**config.mk**
```make
export PLATFORM = sky130hd
export DESIGN_NAME = oai21_bist_ctrl
export DESIGN_NICKNAME = d
export VERILOG_FILES = /design/src/rtl/oai21_bist_pkg.sv /design/src/rtl/oai21_bist_ctrl_tag_pipe.sv /design/src/rtl/oai21_bist_ctrl.sv
export SDC_FILE = /design/constraint.sdc
export NUM_CORES = 1
export LEC_CHECK = 0
export BUFFER_PORTS_ARGS = -buffer_cell sky130_fd_sc_hd__buf_2
export CORE_MARGIN = 2
export CORE_UTILIZATION = 40
export DETAILED_ROUTE_END_ITERATION = 8
export PLACE_DENSITY = 0.61
export SYNTH_ARGS = -nofsm -noshare
export SYNTH_HDL_FRONTEND = slang
export SYNTH_SLANG_ARGS = --single-unit
```
**constraint.sdc**
```tcl
create_clock -name CLK -period 2.6 [get_ports CLK]
set_input_delay 0.78 -clock CLK [delete_from_list [all_inputs] [get_ports CLK]]
set_output_delay 0.78 -clock CLK [all_outputs]
set_load 0.01 [all_outputs]
```
**src/rtl/oai21_bist_pkg.sv**
```systemverilog
// Shared definitions for the oai21 cell self-test controller.
//   bist_state_t : controller FSM states
//   vec_idx_t    : 3-bit vector index, {A1,A2,B} = {idx[2],idx[1],idx[0]}
//   tag_t        : capture-pipeline tag {valid, idx}
//   exp_oai21    : golden ZN for a given vector index
package oai21_bist_pkg;

    localparam int N_VEC = 8;

    typedef enum logic [1:0] {
        ST_IDLE  = 2'd0,
        ST_RUN   = 2'd1,
        ST_DRAIN = 2'd2,
        ST_DONE  = 2'd3
    } bist_state_t;

    typedef logic [2:0] vec_idx_t;

    typedef struct packed {
        logic     valid;
        vec_idx_t idx;
    } tag_t;

    function automatic logic exp_oai21(input vec_idx_t idx);
        return ~((idx[2] | idx[1]) & idx[0]);
    endfunction

endpackage

```
**src/rtl/oai21_bist_ctrl_tag_pipe.sv**
```systemverilog
// Delay line carrying the tag of each launched vector until its ZN
// response is due for checking.
//   i_clk   : rising-edge clock
//   i_rst   : synchronous active-high clear
//   i_tag   : tag pushed this edge (valid=0 when nothing was launched)
//   o_tag   : tag pushed DEPTH edges ago
module bist_tag_pipe
    import oai21_bist_pkg::*;
#(
    parameter int DEPTH = 1
) (
    input  logic i_clk,
    input  logic i_rst,
    input  tag_t i_tag,
    output tag_t o_tag
);

    tag_t r_pipe [DEPTH];

    always_ff @(posedge i_clk) begin
        if (i_rst) begin
            for (int i = 0; i < DEPTH; i++) begin
                r_pipe[i] <= '0;
            end
        end else begin
            r_pipe[0] <= i_tag;
            for (int i = 1; i < DEPTH; i++) begin
                r_pipe[i] <= r_pipe[i-1];
            end
        end
    end

    assign o_tag = r_pipe[DEPTH-1];

endmodule

```
**src/rtl/oai21_bist_ctrl.sv**
```systemverilog
// Built-in self-test controller for one oai21 cell. Sweeps all 8 input
// vectors N_PASSES times, checks ZN CAPTURE_LAT edges after each launch
// and accumulates pass/fail, a per-vector fail map and an error count.
//   CLK, RST        : clock, synchronous active-high reset
//   START           : run request, honoured only in IDLE or DONE
//   BUSY / DONE     : running (RUN or DRAIN) / results valid
//   FAIL, FAIL_VEC  : sticky mismatch flag and per-vector-index fail map
//   ERR_CNT         : saturating mismatch count
//   A1, A2, B       : registered drive to the cell under test
//   ZN              : cell output, sampled on CLK
// Handshake: START is a level request with no acknowledge; a run begins
// on any edge where START=1 and the controller is in IDLE or DONE.
module oai21_bist_ctrl
    import oai21_bist_pkg::*;
#(
    parameter int N_PASSES    = 4,
    parameter int CAPTURE_LAT = 1,
    parameter int CNT_W       = 8
) (
    input  logic             CLK,
    input  logic             RST,
    input  logic             START,
    output logic             BUSY,
    output logic             DONE,
    output logic             FAIL,
    output logic [7:0]       FAIL_VEC,
    output logic [CNT_W-1:0] ERR_CNT,
    output logic             A1,
    output logic             A2,
    output logic             B,
    input  logic             ZN
);

    localparam logic [7:0]       LAST_PASS  = 8'(N_PASSES - 1);
    localparam logic [2:0]       DRAIN_LAST = 3'(CAPTURE_LAT - 1);
    localparam logic [CNT_W-1:0] ERR_MAX    = '1;

    bist_state_t      r_state;
    vec_idx_t         r_idx;
    logic [7:0]       r_pass;
    logic [2:0]       r_drain_cnt;
    logic             r_busy;
    logic             r_done;
    logic             r_fail;
    logic [7:0]       r_fail_vec;
    logic [CNT_W-1:0] r_err_cnt;
    logic             r_a1;
    logic             r_a2;
    logic             r_b;

    tag_t w_tag_in;
    tag_t w_tag_out;
    logic w_mismatch;

    // A tag is pushed exactly on the edges that launch a vector.
    always_comb begin
        w_tag_in = '0;
        if (r_state == ST_RUN) begin
            w_tag_in.valid = 1'b1;
            w_tag_in.idx   = r_idx;
        end
    end

    bist_tag_pipe #(
        .DEPTH (CAPTURE_LAT)
    ) u_tag_pipe (
        .i_clk (CLK),
        .i_rst (RST),
        .i_tag (w_tag_in),
        .o_tag (w_tag_out)
    );

    assign w_mismatch = w_tag_out.valid && (ZN != exp_oai21(w_tag_out.idx));

    always_ff @(posedge CLK) begin
        if (RST) begin
            r_state     <= ST_IDLE;
            r_idx       <= '0;
            r_pass      <= '0;
            r_drain_cnt <= '0;
            r_busy      <= 1'b0;
            r_done      <= 1'b0;
            r_fail      <= 1'b0;
            r_fail_vec  <= '0;
            r_err_cnt   <= '0;
            r_a1        <= 1'b0;
            r_a2        <= 1'b0;
            r_b         <= 1'b0;
        end else begin
            // Checking runs independently of the launch side; valid tags
            // only exist while in RUN/DRAIN, so the clears below never race it.
            if (w_mismatch) begin
                r_fail                    <= 1'b1;
                r_fail_vec[w_tag_out.idx] <= 1'b1;
                if (r_err_cnt != ERR_MAX) begin
                    r_err_cnt <= r_err_cnt + CNT_W'(1);
                end
            end

            case (r_state)
                ST_IDLE, ST_DONE: begin
                    {r_a1, r_a2, r_b} <= 3'b000;
                    if (START) begin
                        r_state    <= ST_RUN;
                        r_busy     <= 1'b1;
                        r_done     <= 1'b0;
                        r_fail     <= 1'b0;
                        r_fail_vec <= '0;
                        r_err_cnt  <= '0;
                        r_idx      <= '0;
                        r_pass     <= '0;
                    end
                end
                ST_RUN: begin
                    {r_a1, r_a2, r_b} <= r_idx;
                    r_idx             <= r_idx + 3'd1;
                    if (r_idx == 3'd7) begin
                        r_pass <= r_pass + 8'd1;
                        if (r_pass == LAST_PASS) begin
                            r_state     <= ST_DRAIN;
                            r_drain_cnt <= '0;
                        end
                    end
                end
                ST_DRAIN: begin
                    {r_a1, r_a2, r_b} <= 3'b000;
                    if (r_drain_cnt == DRAIN_LAST) begin
                        r_state <= ST_DONE;
                        r_busy  <= 1'b0;
                        r_done  <= 1'b1;
                    end else begin
                        r_drain_cnt <= r_drain_cnt + 3'd1;
                    end
                end
                default: begin
                    r_state <= ST_IDLE;
                end
            endcase
        end
    end

    assign BUSY     = r_busy;
    assign DONE     = r_done;
    assign FAIL     = r_fail;
    assign FAIL_VEC = r_fail_vec;
    assign ERR_CNT  = r_err_cnt;
    assign A1       = r_a1;
    assign A2       = r_a2;
    assign B        = r_b;

endmodule

```
==> results list, run 1 <==
- Number of different library cells in the post-synthesis netlist: 47
* DP Area: 0.00209 mm²
- Static timing analysis puts the maximum clock frequency at ~490 MHz.
- Non-filler instance count after layout: just under 300
* Synthesized Nets: around 230
- Remaining antenna violation count: 0
- In this run the number of H-tree levels came out at 2.
- Leakage Power: 0.000885 µW
* Sort of element at the start of the critical path: register
- IR drop worst, VDD: roughly 370 µV
* Via count of the first global-routing pass: approximately 1500
* Fill cell count: 459
- In this run the vertical extent of the chip is about 73 µm.
- Die Footprint: about 0.0054 mm²
* Total power per unit cell area: approximately 740 mW/mm²
- Post-synth ARST share: 0%
- Setup slack on the worst reg-to-reg path comes out at 570 ps.
* Number of buffers inserted by hold repair at cts: 0
- Synth area leaders: sky130_fd_sc_hd__dfxtp_1 (44%), sky130_fd_sc_hd__ha_1 (5.9%), sky130_fd_sc_hd__nor2_1 (5.9%), sky130_fd_sc_hd__a21oi_1 (4.2%), sky130_fd_sc_hd__and2_1 (2.3%)
- Share of Yosys cell area claimed by the top area cell type: a little over two fifths
- Kind of critical path: register to register
- Detailed placement finished with a half-perimeter wire length of 2570 µm.
- Port buffering added 25 buffers.
- Number of sinks handled by clock tree synthesis: 42
- Worst setup path startpoint: r_state[0]
- The final count of pins violating max slew came to 0.
- Layout-stage area growth over the synthesis result: 13.7%
* Clock latency reported for the late side of the worst-skew pair: slightly below 300 ps
* Clock slew at the register clock pins of the worst setup and hold paths: about 90 ps
- In the final routed layout, each cell accounts on average for about 12 µm.
- Worst rel slew slack: about two thirds
* Clock Skews: 7.93 ps
- In this run the core area contains 25 standard-cell rows.
- Top cells by count, synth: sky130_fd_sc_hd__dfxtp_1 (42), sky130_fd_sc_hd__nor2_1 (30), sky130_fd_sc_hd__a21oi_1 (16)
* Transition at the pin with the smallest max-transition slack: about 500 ps
- Number of buffers added for setup after CTS: 0
- CP Max Fanout: 6
* Setup violators final: 0
- Post-route minimum period: roughly 2000 ps
- Cell with the most instances after synthesis: sky130_fd_sc_hd__dfxtp_1
* Number of nets in the finished design: ~250
- 26 I/O pins were placed.
- Startpoint of the lowest-slack register-to-register path: r_state[0]
- FF-to-FF End: r_state[0]
* Share of the core filled with cells in the final layout: between 40% and 50%
- Cells with a size suffix above 1 make up between 10% and 20% of the layout.
- Number of endpoints with negative hold slack in the final report: 0
- Remaining global-route overflow: 0
* Initial Utilization: between 40% and 50%
* Signal arrival time at the worst endpoint: ~2200 ps
* Unrepaired setup endpoints after global routing: no
- In the finished design, the share of the clock period the worst path needs comes to 78.0%.
* CORE AREA: 0.00469 mm²
- Post-CTS sizing: 0
* Cell count after synthesis: between 200 and 250
- Summed over all instances, the cell type with the most area after synthesis is sky130_fd_sc_hd__dfxtp_1.
- During synthesis, Yosys emitted a total of 0 warnings.
- The synthesized design contains 0 enable-type register cells.
- Buffers inserted during clock tree synthesis total 5.
- TritonCTS built the clock tree.
* Wire length of the first global-routing pass: about 6300 µm
- The share of the Yosys chip area taken by registers is roughly 44%.
- For the worst flop-to-flop path, the logic depth is 6.
* Instance count after placement with tap cells included: roughly 290
- The clock passes through at most 2 buffers.
- For this run, design rule violations remaining after detail routing come to 0.
* Final instance area: 0.00218 mm²
* Dominant synthesized flop cell: sky130_fd_sc_hd__dfxtp_1
- Via count: ~1600
- Clock root buffer: sky130_fd_sc_hd__clkbuf_8
* Final total negative setup slack: 0 ps
- Wire length reported by the detailed router: about 3600 µm
- Drt pass-1 iters: 4
- The path class of the tightest hold or removal check is register to register.
* Synth Area per Inst: about 9.0 µm²
- Detailed-route vias per instance: approximately 5.3
* Antenna violations before repair: 0
- Entering global routing, the biggest net connects 19 pins.
* Die X-Extent: about 73 µm
- Summed instance area of the synthesized netlist: just under 0.002 mm²
* Worst setup path endpoint: r_state[0]
* Number of antenna cells inserted: 0
* Required arrival time at the worst endpoint: about 2800 ps
- Number of storage elements in the synthesis netlist: 42
- Across the run, the number of max-cap violations was 0.
* All-layer global routing usage: ~15%
- Number of violations reported at the end of detailed-routing iteration 0: between 70 and 80
- Outcome: completed
* Kind of end point of the critical path: register
* GPL Wtd Cong: ~0.84
==> logic make-up after synthesis <==
kind of cell               count (synthesis)  synth area share (%)
AOI/OAI and AO/OA                         46                  15.6
xor gates and xnor gates                   5                  2.28
adders and majority gates                  9                  5.86
buffers and inverters                     17                  4.17
DFF                                       42                  43.8
muxes                                      5                  2.73
and+or+nand+nor                           90                  25.6
==> report_power, final <==
group / internal [µW] / switching [µW] / total, µW
sequential: 688 / 30.1 / 718
clock: 194 / 237 / 431
combinational: 178 / 286 / 465
total: 1060 / 554 / 1610
==> worst max-delay path: stages, from the launching register on <==
cell and delay (ps):
sky130_fd_sc_hd__dfxtp_1 370, sky130_fd_sc_hd__inv_1 70, sky130_fd_sc_hd__ha_1 360, sky130_fd_sc_hd__nand2b_1 210, sky130_fd_sc_hd__a21boi_0 310, sky130_fd_sc_hd__nor2b_1 260
sky130_fd_sc_hd__mux2_1 340
==> through the flow <==
stage               total power, µW  hold WS [ps]  setup WS (ps)
finish                         1610           471            572
global route                   1740           499            368
CTS                            1650           478            532
detailed placement             1210           460            425
global placement               1200           446            473
floorplan                      1110           441            640
==> layout by cell type, fill, tap and decap left out, types with 6 or more instances in the layout <==
master                    synthesis  routed
sky130_fd_sc_hd__dfxtp_1         42      42
sky130_fd_sc_hd__nor2_1          30      30
sky130_fd_sc_hd__buf_2            1      25
sky130_fd_sc_hd__a21oi_1         16      16
sky130_fd_sc_hd__inv_1            9       9
sky130_fd_sc_hd__nand2_1          9       9
sky130_fd_sc_hd__ha_1             9       9
sky130_fd_sc_hd__nor2b_1          7       7
sky130_fd_sc_hd__and2_1           7       7
sky130_fd_sc_hd__nand3_1          7       7
sky130_fd_sc_hd__o21ai_0          6       6
==> state kept, by name, indices dropped and copies added, names as in the netlist, 2 cells and up <==
signal and cells:
u_tag_pipe.r_pipe 4, r_drain_cnt 3, r_idx 3, ERR_CNT 8
FAIL_VEC 8, r_state 2, r_pass 8
==> how the worst min path moves through the flow <==
stage                     slack, ps            from        endpoint  cells past startpoint
after floorplan                 440       r_pass[7]       r_pass[7]                      2
after global placement          450            FAIL            FAIL                      2
after detailed placement        460     FAIL_VEC[3]     FAIL_VEC[3]                      2
after CTS                       480  r_drain_cnt[2]  r_drain_cnt[2]                      2
after global routing            500            BUSY            BUSY                      2
final                           470            FAIL            FAIL                      2
==> final cells by class <==
cell class              count  area, µm²  share of cell area (%)
flip-flops and latches     42        841                    38.5
multi-input cells         155       1000                    45.8
well taps                  54       67.6                    3.09
inverters                   9       33.8                    1.55
clock buffers               5       68.8                    3.15
repair buffers             28        148                    6.76
clock inverters             3       25.0                    1.15
==> per-layer routing <==
layer	wire length (µm)	global-route usage [%]	part of all wire (%)
met3	122	4.25	3.4
met2	1620	24.2	45
met4	24	4.85	0.67
met5	0	0	0
met1	1820	19.1	51
No activity file was read; power rests on OpenSTA's default activity.
==> run 2: changes to the inputs <==
Clock period 2.6 ns to 2 ns, I/O delays scaled along.
==> run 2 against run 1 <==
Die area unchanged; maximum frequency is 9.4% higher; highest routed layer unchanged; sequential share of layout area is 1.4 points lower; final area increased by 4.0%; cell count up 3.0%.
==> results list, run 2 (synthesis gave the netlist of run 1 again) <==
- Fmax: 539 MHz (+9.4%)
- Instance count after placement with tap cells included: 297 (+3.1%)
- The worst path setup slack after routing is 146 ps (-425 ps).
- Via count: 1614 (+3.1%)
- Most used cells in the layout excluding fill and tap cells: sky130_fd_sc_hd__dfxtp_1 (41), sky130_fd_sc_hd__nor2_1 (30), sky130_fd_sc_hd__buf_2 (25)
- Clock Skews: 6.95 ps (-0.982 ps)
- The number of nets with antenna violations after routing is 0 (unchanged).
- Reg2reg path depth: 6 (unchanged)
* Kind of critical path: register to register
- The total power is 2250 µW (+40%).
* Signal arrival time at the worst endpoint: 2080 ps (-130 ps)
* Most frequent standard cell in the layout excluding fill and tap cells: sky130_fd_sc_hd__dfxtp_1
- Post-route minimum period: 1850 ps (-175 ps)
* Clock root buffer: sky130_fd_sc_hd__clkbuf_8
- The maximum clock insertion buffer count was 2 (unchanged).
* Remaining global-route overflow: 0 (unchanged)
- The latest clock arrival within the worst-skew pair was 300 ps (about the same).
- Hold path depth: 2 (unchanged)
- The core footprint came to 0.00469 mm² (unchanged).
* Wire length reported by the detailed router: 3710 µm (+3.5%)
- TritonCTS built the clock tree.
* Number of violations reported at the end of detailed-routing iteration 0: 47 (-36%)
- Final total negative setup slack: 0 ps (unchanged)
- Portion of total power attributed to the clock network: 25.2% (-1.5 points)
* WL/cell: 12.2 µm (+0.43%)
- The peak supply drop is 449 µV (+23%).
- Leakage Power: 0.000924 µW (+4.4%)
- The total routing resource utilization after global routing is 15.2% (+0.31 points).
- The final count of pins violating max slew came to 0 (unchanged).
* Number of antenna cells inserted: 0 (unchanged)
- The area growth from synthesis to layout is 18.2%.
* Transition at the pin with the smallest max-transition slack: 511 ps (+7.31 ps)
- The number of I/O pins was 26 (unchanged).
* GPL Wtd Cong: 0.855 (+1.4%)
* Wire length of the first global-routing pass: 6470 µm (+2.2%)
- The final routed DRC violation total came to 0 (unchanged).
- The switching fraction of total power is 33.9% (-0.41 points).
- The relative contribution of combinational cells to total power is 33.1% (+4.3 points).
- Number of cell rows: 25 (unchanged)
- Die boundary height: 73.3 µm (unchanged)
- The count of endpoints failing setup in the final report came to 0 (unchanged).
* Part of the power in registers: 41.6% (-2.9 points)
- Required arrival time at the worst endpoint: 2230 ps (-550 ps)
* Outcome: completed
* Unrepaired setup endpoints after global routing: no
- The number of buffers created by CTS came to 5 (unchanged).
- Kind of end point of the critical path: register
- The cell-internal power was 1490 µW (+41%).
- Max-Cap Viols: 0 (unchanged)
* Share of the core filled with cells in the final layout: 48.4% (+1.8 points)
- Share of cells above drive strength 1: 22.3% (+4.5 points)
- Detailed-route vias per instance: 5.29 (about the same)
- The clock-pin slew on the worst setup and hold paths came to 90 ps (about the same).
- Worst rel slew slack: 65.0% (-0.50 points)
* Number of sinks handled by clock tree synthesis: 42 (unchanged)
- The initial antenna violation count was 0 (unchanged).
- Via count of the first global-routing pass: 1453 (+0.14%)
* Initial Utilization: 41.0% (unchanged)
- Count of input and output buffers: 25 (unchanged)
- The width of the die is 73.3 µm (unchanged).
- STA classifies the critical path startpoint as a register.
* CP Max Fanout: 6 (unchanged)
- Drt pass-1 iters: 4 (unchanged)
* Placement Setup Slack: 59.3 ps (-366 ps)
- Non-filler instance count after layout: 305 (+3.0%)
- Final HPWL from detailed placement: 2730 µm (+6.4%)
- Pin count of the biggest net entering global routing: 16 (-3)
- Fill cell count: 464 (+1.1%)
- The switching power of the nets came to 764 µW (+38%).
- H-Tree Depth: 2 (unchanged)
- Number of endpoints with negative hold slack in the final report: 0 (unchanged)
* Number of nets in the finished design: 263 (+3.5%)
- Die Footprint: 0.00538 mm² (unchanged)
- Fraction of the cycle the final worst path needs: 92.7% (+15 points)
* Class of the tightest hold or removal check: register to register
- The post-CTS setup repair buffer count was 0 (unchanged).
- The total power per unit cell area came to 993 mW/mm² (+34%).
-- run 2: cell types whose count changed in the layout (fill, tap and decap cells not counted) --
cell | previous run | this run
sky130_fd_sc_hd__ha_4 | 0 | 1
sky130_fd_sc_hd__a21boi_2 | 0 | 1
sky130_fd_sc_hd__ha_2 | 0 | 1
sky130_fd_sc_hd__buf_4 | 3 | 12
sky130_fd_sc_hd__clkinv_4 | 1 | 0
sky130_fd_sc_hd__ha_1 | 9 | 7
sky130_fd_sc_hd__clkinvlp_4 | 1 | 2
sky130_fd_sc_hd__a21boi_1 | 1 | 0
sky130_fd_sc_hd__dfxtp_1 | 42 | 41
sky130_fd_sc_hd__dfxtp_2 | 0 | 1
-- run 2: power groups by stage --
stage | Clock (µW) | Sequential [µW] | Combinational [µW]
after floorplan | 0 | 957 | 484
after global placement | 0 | 951 | 718
after detailed placement | 0 | 953 | 713
after CTS | 585 | 934 | 716
after global routing | 617 | 949 | 838
final | 569 | 939 | 747
-- run 2: through the flow --
step | area, µm² | hold WS, ps
after CTS | 2250 | 478
after detailed placement | 2160 | 455
final | 2270 | 471
after global routing | 2270 | 494
after floorplan | 1920 | 441
after global placement | 2160 | 445
-- run 2: worst max-delay path, cell delays in order, from the launching register on --
cell	delay [ps]
sky130_fd_sc_hd__dfxtp_1	390
sky130_fd_sc_hd__ha_1	170
sky130_fd_sc_hd__ha_2	220
sky130_fd_sc_hd__and4bb_2	270
sky130_fd_sc_hd__a21boi_2	90
sky130_fd_sc_hd__or4_1	490
sky130_fd_sc_hd__a21oi_1	150
-- run 2: metal layers --
layer	GRT usage, %	vias to the layer above	share of wire, %
met5	0	-	0
met4	5.45	0	1.5
met3	4.39	7	3.9
met2	23.9	24	44
met1	19.9	746	51
li1	-	837	-
-- run 2: what timing repair did --
item / in CTS / in global routing
hold buffers: 0 / 0
resized for setup: 0 / 4
endpoints found under the setup margin: 0 / 6
-- run 2: area by class of cell --
type	count	area, µm²	share of cell area [%]
clock buffers	5	68.8	3.03
repair buffers	37	215	9.48
inverters	9	33.8	1.49
flip-flops and latches	42	842	37.1
multi-input cells	155	1020	44.9
well taps	54	67.6	2.98
clock inverters	3	23.8	1.05
-- run 2: final timing paths --
path,start,endpoint,slack [ps]
max,r_idx[0],r_drain_cnt[2],150
min reg2reg,FAIL_VEC[0],FAIL_VEC[0],470
min,FAIL_VEC[0],FAIL_VEC[0],470
max reg2reg,r_idx[0],r_drain_cnt[2],150
